==> src/rtl/code_correlator.sv <==
`default_nettype none
// ============================================================================
//  Module   : code_correlator
//  Purpose  : Correlates baseband samples against an upsampled C/A code over
//             one full code period (phases 0..16799), dumps the sum to a
//             result register with a valid/ack handshake, a sticky overrun
//             flag and a completed-period counter.
//  Options  : CODE_CORRELATOR_SATURATE_EN - when defined, every accumulator
//             addition clamps to the signed ACC_WIDTH range; otherwise wraps.
//  Revision : 1.0 - initial release
// ============================================================================
module code_correlator #(
    parameter int SAMPLE_WIDTH = 3,
    parameter int ACC_WIDTH    = 18
) (
    input  logic                           clk,
    input  logic                           reset,
    input  logic                           enable,
    input  logic signed [SAMPLE_WIDTH-1:0] sample,
    input  logic                           code_bit,
    input  logic [14:0]                    code_shift,
    input  logic                           seeking,
    output logic signed [ACC_WIDTH-1:0]    result,
    output logic                           result_valid,
    input  logic                           result_ack,
    output logic                           overrun,
    output logic [15:0]                    period_count
);

    localparam logic [14:0] c_last_phase = 15'd16799;
    localparam logic [0:0]  c_idle       = 1'b0;
    localparam logic [0:0]  c_accum      = 1'b1;

    logic [0:0]                    state_q, state_d;
    logic signed [ACC_WIDTH-1:0]   acc_q, acc_d;
    logic signed [ACC_WIDTH-1:0]   result_q, result_d;
    logic                          result_valid_q, result_valid_d;
    logic                          overrun_q, overrun_d;
    logic [15:0]                   period_count_q, period_count_d;

    logic signed [SAMPLE_WIDTH:0]  w_sample_ext;
    logic signed [SAMPLE_WIDTH:0]  w_product;
    logic signed [ACC_WIDTH-1:0]   w_product_ext;
    logic signed [ACC_WIDTH-1:0]   w_sum;
    logic                          w_start;
    logic                          w_dump_phase;

    // Signed product one bit wider than the sample so that negating the most
    // negative input cannot overflow, then sign-extended to accumulator width.
    always_comb begin
        w_sample_ext  = {sample[SAMPLE_WIDTH-1], sample};
        w_product     = code_bit ? w_sample_ext : -w_sample_ext;
        w_product_ext = {{(ACC_WIDTH-SAMPLE_WIDTH-1){w_product[SAMPLE_WIDTH]}}, w_product};
        w_start       = enable && (code_shift == 15'd0);
        w_dump_phase  = (code_shift == c_last_phase);
    end

`ifdef CODE_CORRELATOR_SATURATE_EN
    localparam logic signed [ACC_WIDTH-1:0] c_acc_max = {1'b0, {(ACC_WIDTH-1){1'b1}}};
    localparam logic signed [ACC_WIDTH-1:0] c_acc_min = {1'b1, {(ACC_WIDTH-1){1'b0}}};

    logic signed [ACC_WIDTH:0] w_sum_wide;

    // Accumulator addition with one guard bit; clamp when the guard bit and
    // the result sign disagree.
    always_comb begin
        w_sum_wide = {acc_q[ACC_WIDTH-1], acc_q} + {w_product_ext[ACC_WIDTH-1], w_product_ext};
        if (w_sum_wide[ACC_WIDTH] != w_sum_wide[ACC_WIDTH-1]) begin
            w_sum = w_sum_wide[ACC_WIDTH] ? c_acc_min : c_acc_max;
        end else begin
            w_sum = w_sum_wide[ACC_WIDTH-1:0];
        end
    end
`else
    // Accumulator addition wrapping modulo 2^ACC_WIDTH.
    always_comb begin
        w_sum = acc_q + w_product_ext;
    end
`endif

    // State and datapath registers with synchronous reset.
    always_ff @(posedge clk) begin
        if (reset) begin
            state_q        <= c_idle;
            acc_q          <= '0;
            result_q       <= '0;
            result_valid_q <= 1'b0;
            overrun_q      <= 1'b0;
            period_count_q <= 16'd0;
        end else begin
            state_q        <= state_d;
            acc_q          <= acc_d;
            result_q       <= result_d;
            result_valid_q <= result_valid_d;
            overrun_q      <= overrun_d;
            period_count_q <= period_count_d;
        end
    end

    // Next state: a seek always aborts to IDLE; IDLE leaves on an enabled phase-0 sample.
    always_comb begin
        state_d = state_q;
        if (seeking) begin
            state_d = c_idle;
        end else if ((state_q == c_idle) && w_start) begin
            state_d = c_accum;
        end
    end

    // Accumulate, dump and handshake bookkeeping.
    always_comb begin
        acc_d          = acc_q;
        result_d       = result_q;
        result_valid_d = result_valid_q;
        overrun_d      = overrun_q;
        period_count_d = period_count_q;

        // A consumer ack retires the result; a dump in the same cycle re-asserts valid below.
        if (result_ack && result_valid_q) begin
            result_valid_d = 1'b0;
        end

        if (seeking) begin
            acc_d = '0;
        end else if (state_q == c_idle) begin
            // The phase-0 sample that opens the period is its first term.
            if (w_start) begin
                acc_d = w_product_ext;
            end
        end else if (enable) begin
            if (w_dump_phase) begin
                result_d       = w_sum;
                acc_d          = '0;
                result_valid_d = 1'b1;
                period_count_d = period_count_q + 16'd1;
                if (result_valid_q && !result_ack) begin
                    overrun_d = 1'b1;
                end
            end else begin
                acc_d = w_sum;
            end
        end
    end

    // Outputs come straight from registers.
    always_comb begin
        result       = result_q;
        result_valid = result_valid_q;
        overrun      = overrun_q;
        period_count = period_count_q;
    end

endmodule
`default_nettype wire

==> config.mk <==
export PLATFORM = sky130hd
export DESIGN_NAME = code_correlator
export DESIGN_NICKNAME = d
export VERILOG_FILES = /design/src/rtl/code_correlator.sv
export SDC_FILE = /design/constraint.sdc
export NUM_CORES = 1
export LEC_CHECK = 0
export CORE_MARGIN = 5
export CORE_UTILIZATION = 50
export CTS_BUF_LIST = sky130_fd_sc_hd__clkbuf_2 sky130_fd_sc_hd__clkbuf_4 sky130_fd_sc_hd__clkbuf_8
export DETAILED_ROUTE_END_ITERATION = 10
export PLACE_DENSITY = 0.77
export SKIP_CTS_REPAIR_TIMING = 1
export SLEW_MARGIN = 20
export SYNTH_ARGS = -nofsm -noshare
export SYNTH_HDL_FRONTEND = slang
export SYNTH_SLANG_ARGS = --single-unit
export TNS_END_PERCENT = 5
==> constraint.sdc <==
create_clock -name clk -period 9 [get_ports clk]
set_clock_uncertainty 0.1 [all_clocks]
set_input_delay 1.35 -clock clk [delete_from_list [all_inputs] [get_ports clk]]
set_output_delay 1.35 -clock clk [all_outputs]
set_load 0.01 [all_outputs]
==> impl_metrics.json, run 1 <==
{
  "cp-start-kind": "input pin",
  "vias": 2894,
  "cts_tree": "done",
  "clkPwrFrac_pct": 32.7,
  "firstDrtPassIters": 4,
  "htreeDepth": 2,
  "place.gp.congestion": 0.9722,
  "yosysTopAreaCellShare_pct": 35.40,
  "antenna_cells": 0,
  "synth_edf_count": 0,
  "grt_pass1_wl_um": 12990,
  "die_w_um": 88.88,
  "final_common_cell": "clkdlybuf4s50_1",
  "die_area_mm2": 0.007899,
  "p_seq_share_pct": 56.1,
  "areaGrowthSynthToFinish_pct": 23.53,
  "yosys.area.top_type": "dfxtp_1",
  "cts.sinks": 55,
  "outcome": "complete, no violations",
  "drt_iter0_markers": 137,
  "post-route-period-util_pct": 53.01,
  "grt_pass1_vias": 2802,
  "postSynth.asyncResetShare_pct": 0,
  "grt_max_degree": 42,
  "post-place-cells": 503,
  "whs_ps": 355.2,
  "cts_max_path_buffers": 2,
  "arrival_ps": 4880,
  "powerDensity_mw_per_mm2": 112.8,
  "relSlewSlack_pct": 46.53,
  "place_hpwl_um": 5756,
  "cts_made_buffers": 5,
  "syn_avg_cell_area_um2": 8.121,
  "dpl_cell_area_mm2": 0.003745,
  "nFillCells": 503,
  "routedWlPerCell_um": 15.02,
  "power.internal_uw": 321.7,
  "swShare_pct": 25.78,
  "drv_cap": 0,
  "setup-violations-final": 0,
  "nets": 480,
  "rsz0062_at_grt": "no",
  "syn-cell-area_mm2": 0.003110,
  "track_usage_pct": 20.66,
  "period_minus_slack_ps": 4771,
  "pwr-share-comb_pct": 11.2,
  "tns_ps": 0,
  "worst_pin_slew_ps": 802.1,
  "final_cell_area_mm2": 0.003842,
  "worstPathRequired_ps": 9110,
  "routed_wl_um": 7673,
  "rows": 28,
  "syn-num-nets": 428,
  "io_pins": 60,
  "p_sw_uw": 111.7,
  "drc_errors": 0,
  "port_buffers": 59,
  "layout-drive-gt1-share_pct": 5.046,
  "cp-end-kind": "register",
  "ant_nets": 0,
  "cts.clk_slew.worst_paths_ps": 100,
  "yosys_warnings": 0,
  "p_leak_nw": 1.444,
  "ys.flop_type": "dfxtp_1",
  "crit_type": "in2reg",
  "seq_area_frac_synth_pct": 35.40,
  "grt_overflow_total": 0,
  "syn_inst": 383,
  "clock.fmax_mhz": 209.6,
  "synth_cell_types": 47,
  "min_path_type": "reg2reg",
  "synthTopCellsByArea": "dfxtp_1 35%, ha_1 8.0%, nand2_1 6.5%",
  "ys_seq_elements": 55,
  "dieHeight_um": 88.88,
  "clk_latency_ps": 310,
  "drv_slew": 0,
  "most-common-layout-cells": "59 x clkdlybuf4s50_1, 55 x dfxtp_1, 54 x nand2_1, 38 x a21oi_1, 34 x nor2_1",
  "antenna_found_initial": 0,
  "start_util_pct": 51.92,
  "ir_drop_uv": 70.42,
  "cts-root-buf": "clkbuf_8",
  "core_mm2": 0.005991,
  "worst-path-max-fanout": 19,
  "fin_cells": 511,
  "routed_via_density": 5.663,
  "power_uw": 433.4,
  "hold_viol_final": 0
}
## state kept, by name, indices dropped and copies added, names as in the netlist
register,flops
acc_q,18
overrun,1
period_count,16
result,18
result_valid,1
state_q,1
## worst max-delay path, stage by stage
cell	delay [ps]
clkdlybuf4s50_1	500
inv_1	70
a211oi_1	240
a21o_1	590
ha_1	420
a21oi_1	220
o21ai_0	170
a311oi_1	610
o21ai_0	270
xor2_1	210
a21oi_1	170
nor2_1	60
## layer usage
metal	GRT usage, %	wire length (µm)	up-vias
met5	0	0	-
met4	5.495	99	0
met3	3.445	436	11
met2	35.36	3690	67
met1	26.88	3446	1351
li1	-	-	1465
## power groups by stage
stage	Clock, mW	Sequential, mW	Combinational, mW
4_1_cts	0.148	0.243	0.0480
5_1_grt	0.157	0.243	0.0538
3_5_place_dp	0	0.249	0.0476
6_report	0.142	0.243	0.0484
3_3_place_gp	0	0.249	0.0470
2_1_floorplan	0	0.249	0.0284
## cell families after synthesis
family	synth area share [%]
mux	1.689
buf+inv	3.178
compound gates	20.03
fa+ha+maj	8.689
simple gates	22.57
xor+xnor	8.447
flops	35.40
## synthesized netlist by cell type (2+ instances only)
| library cell | count |
|---|---|
| nand3_1 | 8 |
| and2_1 | 3 |
| nand2b_1 | 2 |
| mux2_2 | 2 |
| inv_1 | 11 |
| a31oi_1 | 5 |
| a211oi_1 | 7 |
| ha_1 | 20 |
| a21oi_1 | 38 |
| or4_1 | 2 |
| or2_2 | 2 |
| nand3b_1 | 4 |
| nor2_1 | 35 |
| o21ai_0 | 30 |
| or4_4 | 2 |
| nor3_1 | 5 |
| o311ai_0 | 2 |
| a311oi_1 | 2 |
| nand2_1 | 54 |
| nor4_1 | 3 |
| dfxtp_1 | 55 |
| nand4_1 | 9 |
| o21bai_1 | 5 |
| a21o_1 | 8 |
| or3_1 | 3 |
| xor2_1 | 18 |
| o2111ai_1 | 2 |
| clkbuf_1 | 14 |
| xnor2_1 | 12 |
| mux2i_1 | 3 |
## path summary, 6_finish.rpt
path,end,from,depth (start not counted),slack (ps)
setup / recovery,acc_q[14],sample[0],12,4230
hold / removal,result[5],result[5],2,360
setup reg to reg,acc_q[14],acc_q[0],9,6180
hold reg to reg,result[5],result[5],2,360
## metrics by stage
step / setup WS [ps] / utilization, %
after global routing: 3946 / 64.14
after CTS: 4319 / 64.10
after floorplan: 5073 / -
after detailed placement: 4005 / 62.51
final: 4229 / 64.14
after global placement: 4071 / 62.51
## cell type report
class | instances | area, µm² | area share (%)
multi-input combinational | 302 | 1913 | 49.79
sequential | 55 | 1101 | 28.66
timing repair buffer | 60 | 598.1 | 15.56
tap | 75 | 93.84 | 2.442
clock buffer | 5 | 68.82 | 1.791
inverter | 11 | 41.29 | 1.075
clock inverter | 3 | 26.28 | 0.6838
Power figures use the tool's default switching activity.
==> run 2, diff against run 1 <==
--- a/config.mk
+++ b/config.mk
@@ -6,10 +6,10 @@
 export NUM_CORES = 1
 export LEC_CHECK = 0
 export CORE_MARGIN = 5
-export CORE_UTILIZATION = 50
+export CORE_UTILIZATION = 49
 export CTS_BUF_LIST = sky130_fd_sc_hd__clkbuf_2 sky130_fd_sc_hd__clkbuf_4 sky130_fd_sc_hd__clkbuf_8
 export DETAILED_ROUTE_END_ITERATION = 10
-export PLACE_DENSITY = 0.77
+export PLACE_DENSITY = 0.79
 export SKIP_CTS_REPAIR_TIMING = 1
 export SLEW_MARGIN = 20
 export SYNTH_ARGS = -nofsm -noshare
==> constraint.sdc (replaced) <==
create_clock -name clk -period 4.16 [get_ports clk]
set_clock_uncertainty 0.1 [all_clocks]
set_input_delay 0.624 -clock clk [delete_from_list [all_inputs] [get_ports clk]]
set_output_delay 0.624 -clock clk [all_outputs]
set_load 0.01 [all_outputs]
==> run 2 against run 1 <==
Hold slack gained 4.9 ps. Combinational power is 130% higher. Cell count up 2.5%. Largest cell class unchanged. Global-route usage fell by 0.50 points. Sequential share of layout area decreased by 0.60 points. Critical path depth grew 1. Sequential cell count unchanged. Die area is 1.8% higher. Critical endpoint is now result[15]. Non-clock buffer count is 11 higher. Clock-buffer cell count did not move. First-iteration DRC count increased by 16%. Register-to-register slack worse by 4600 ps.
==> impl_metrics.json, run 2 (same netlist as run 1, synthesis figures left out) <==
{
  "outcome": "complete, no violations",
  "rows": 29,
  "hold_path_startpoint": "result[6]",
  "layout-drive-gt1-share_pct": 7.159,
  "grt_pass1_wl_um": 12800,
  "cts.clk_slew.worst_paths_ps": 100,
  "drt_iter0_markers": 159,
  "port_buffers": 59,
  "ir_drop_uv": 147.0,
  "core_mm2": 0.006277,
  "cp-start-kind": "input pin",
  "clkPwrFrac_pct": 33.1,
  "htreeDepth": 2,
  "relSlewSlack_pct": 45.34,
  "crit_type": "in2reg",
  "swShare_pct": 26.14,
  "post-route-period-util_pct": 85.95,
  "p_leak_nw": 1.498,
  "pwr-share-comb_pct": 11.5,
  "cp-end-kind": "register",
  "p_sw_uw": 248.1,
  "track_usage_pct": 20.17,
  "tns_ps": 0,
  "vias": 2893,
  "powerDensity_mw_per_mm2": 241.8,
  "die_area_mm2": 0.008042,
  "die_w_um": 89.68,
  "antenna_found_initial": 0,
  "min_path_type": "reg2reg",
  "cts.sinks": 55,
  "cts_tree": "done",
  "reg2reg_depth": 10,
  "crit_chain": "clkdlybuf4s50_1 > inv_1 > ha_1 > mux2_2 > ha_1 > a21oi_1 > nor2b_1 > a31oi_1 > o311ai_0 > buf_4 > mux2i_1 > nand2_1 > a31oi_1",
  "setup-violations-final": 0,
  "cp_num_buf_inv": 3,
  "cts_max_path_buffers": 2,
  "worst-path-max-fanout": 3,
  "routed_wl_um": 7685,
  "routedWlPerCell_um": 14.67,
  "arrival_ps": 3710,
  "grt_pass1_vias": 2786,
  "final_util_pct": 62.53,
  "drv_slew": 0,
  "grt_overflow_total": 0,
  "most-common-layout-cells": "59 x clkdlybuf4s50_1, 55 x dfxtp_1, 54 x nand2_1, 38 x a21oi_1, 35 x nor2_1",
  "max_stage_delay_ps": 530,
  "io_pins": 60,
  "dpl_cell_area_mm2": 0.003830,
  "firstDrtPassIters": 4,
  "worstPathRequired_ps": 4290,
  "rsz0062_at_grt": "no",
  "period_minus_slack_ps": 3575,
  "ant_nets": 0,
  "min_path_cells": 2,
  "hold_path_end": "result[6]",
  "start_util_pct": 49.55,
  "hold_viol_final": 0,
  "antenna_cells": 0,
  "power.internal_uw": 700.8,
  "grt_max_degree": 26,
  "clk_latency_ps": 320,
  "areaGrowthSynthToFinish_pct": 26.19,
  "cts-root-buf": "clkbuf_8",
  "path_delay_family": "compound AO/OA/AOI/OAI gates",
  "routed_via_density": 5.521,
  "final_common_cell": "clkdlybuf4s50_1",
  "p_seq_share_pct": 55.4,
  "cts_made_buffers": 5,
  "nets": 491,
  "place_hpwl_um": 5804,
  "clock.fmax_mhz": 279.7,
  "final_cell_area_mm2": 0.003925,
  "timing.rr.end": "result[16]",
  "r2r-start": "acc_q[0]",
  "place.gp.congestion": 0.9075,
  "drv_cap": 0,
  "worst_pin_slew_ps": 817.3,
  "drc_errors": 0,
  "reg2reg_slack_ps": 1580,
  "dieHeight_um": 89.68,
  "cp_slowest_cell": "o311ai_0"
}
-- run 2: cell type report --
class	instances	area, µm²
clock buffers	5	68.82
multi-input cells	302	1911
flip-flops and latches	55	1101
fillers	568	2352
repair buffers	71	680.7
inverters	11	41.29
clock inverters	3	26.28
well taps	77	96.34
-- run 2: worst max-delay path by stage --
stage               startpoint         end  cells past startpoint  slack [ps]
finish               sample[0]  result[15]                     13         580
CTS                  sample[0]  result[15]                     13         560
global route         sample[0]  result[15]                     13         390
detailed placement   sample[0]  result[15]                     13         240
global placement     sample[0]  result[15]                     13         250
floorplan            sample[0]   acc_q[13]                     11         960
-- run 2: per-stage QoR --
| step | setup slack, ps | power, mW | hold WS (ps) | std cells |
|---|---|---|---|---|
| 2_1_floorplan | 959.1 | 0.5997 | 376.1 | 383 |
| 3_3_place_gp | 246.2 | 0.6444 | 339.3 | 516 |
| 3_5_place_dp | 241.4 | 0.6457 | 347.2 | 516 |
| 4_1_cts | 561.3 | 0.9586 | 361.9 | 524 |
| 5_1_grt | 388.3 | 0.9937 | 380.3 | 524 |
| 6_report | 584.7 | 0.9489 | 360.2 | 524 |
-- run 2: metal layers --
layer	vias to the layer above	track usage, %	routed length (µm)
met1	1331	26.03	3453
met3	9	3.650	471
met2	64	34.57	3643
met4	0	5.277	116
li1	1489	-	-
met5	-	0	0
-- run 2: power by group through the flow --
stage	sequential (mW)	combinational [mW]	clock, mW
floorplan	0.538	0.0614	0
global placement	0.538	0.106	0
detailed placement	0.538	0.107	0
CTS	0.526	0.108	0.324
global route	0.526	0.120	0.347
finish	0.526	0.109	0.314
-- run 2: worst min-delay path, cell delays in order (launching register included) --
cell and delay [ps]:
dfxtp_1 320, nand2_1 50, a21oi_1 50
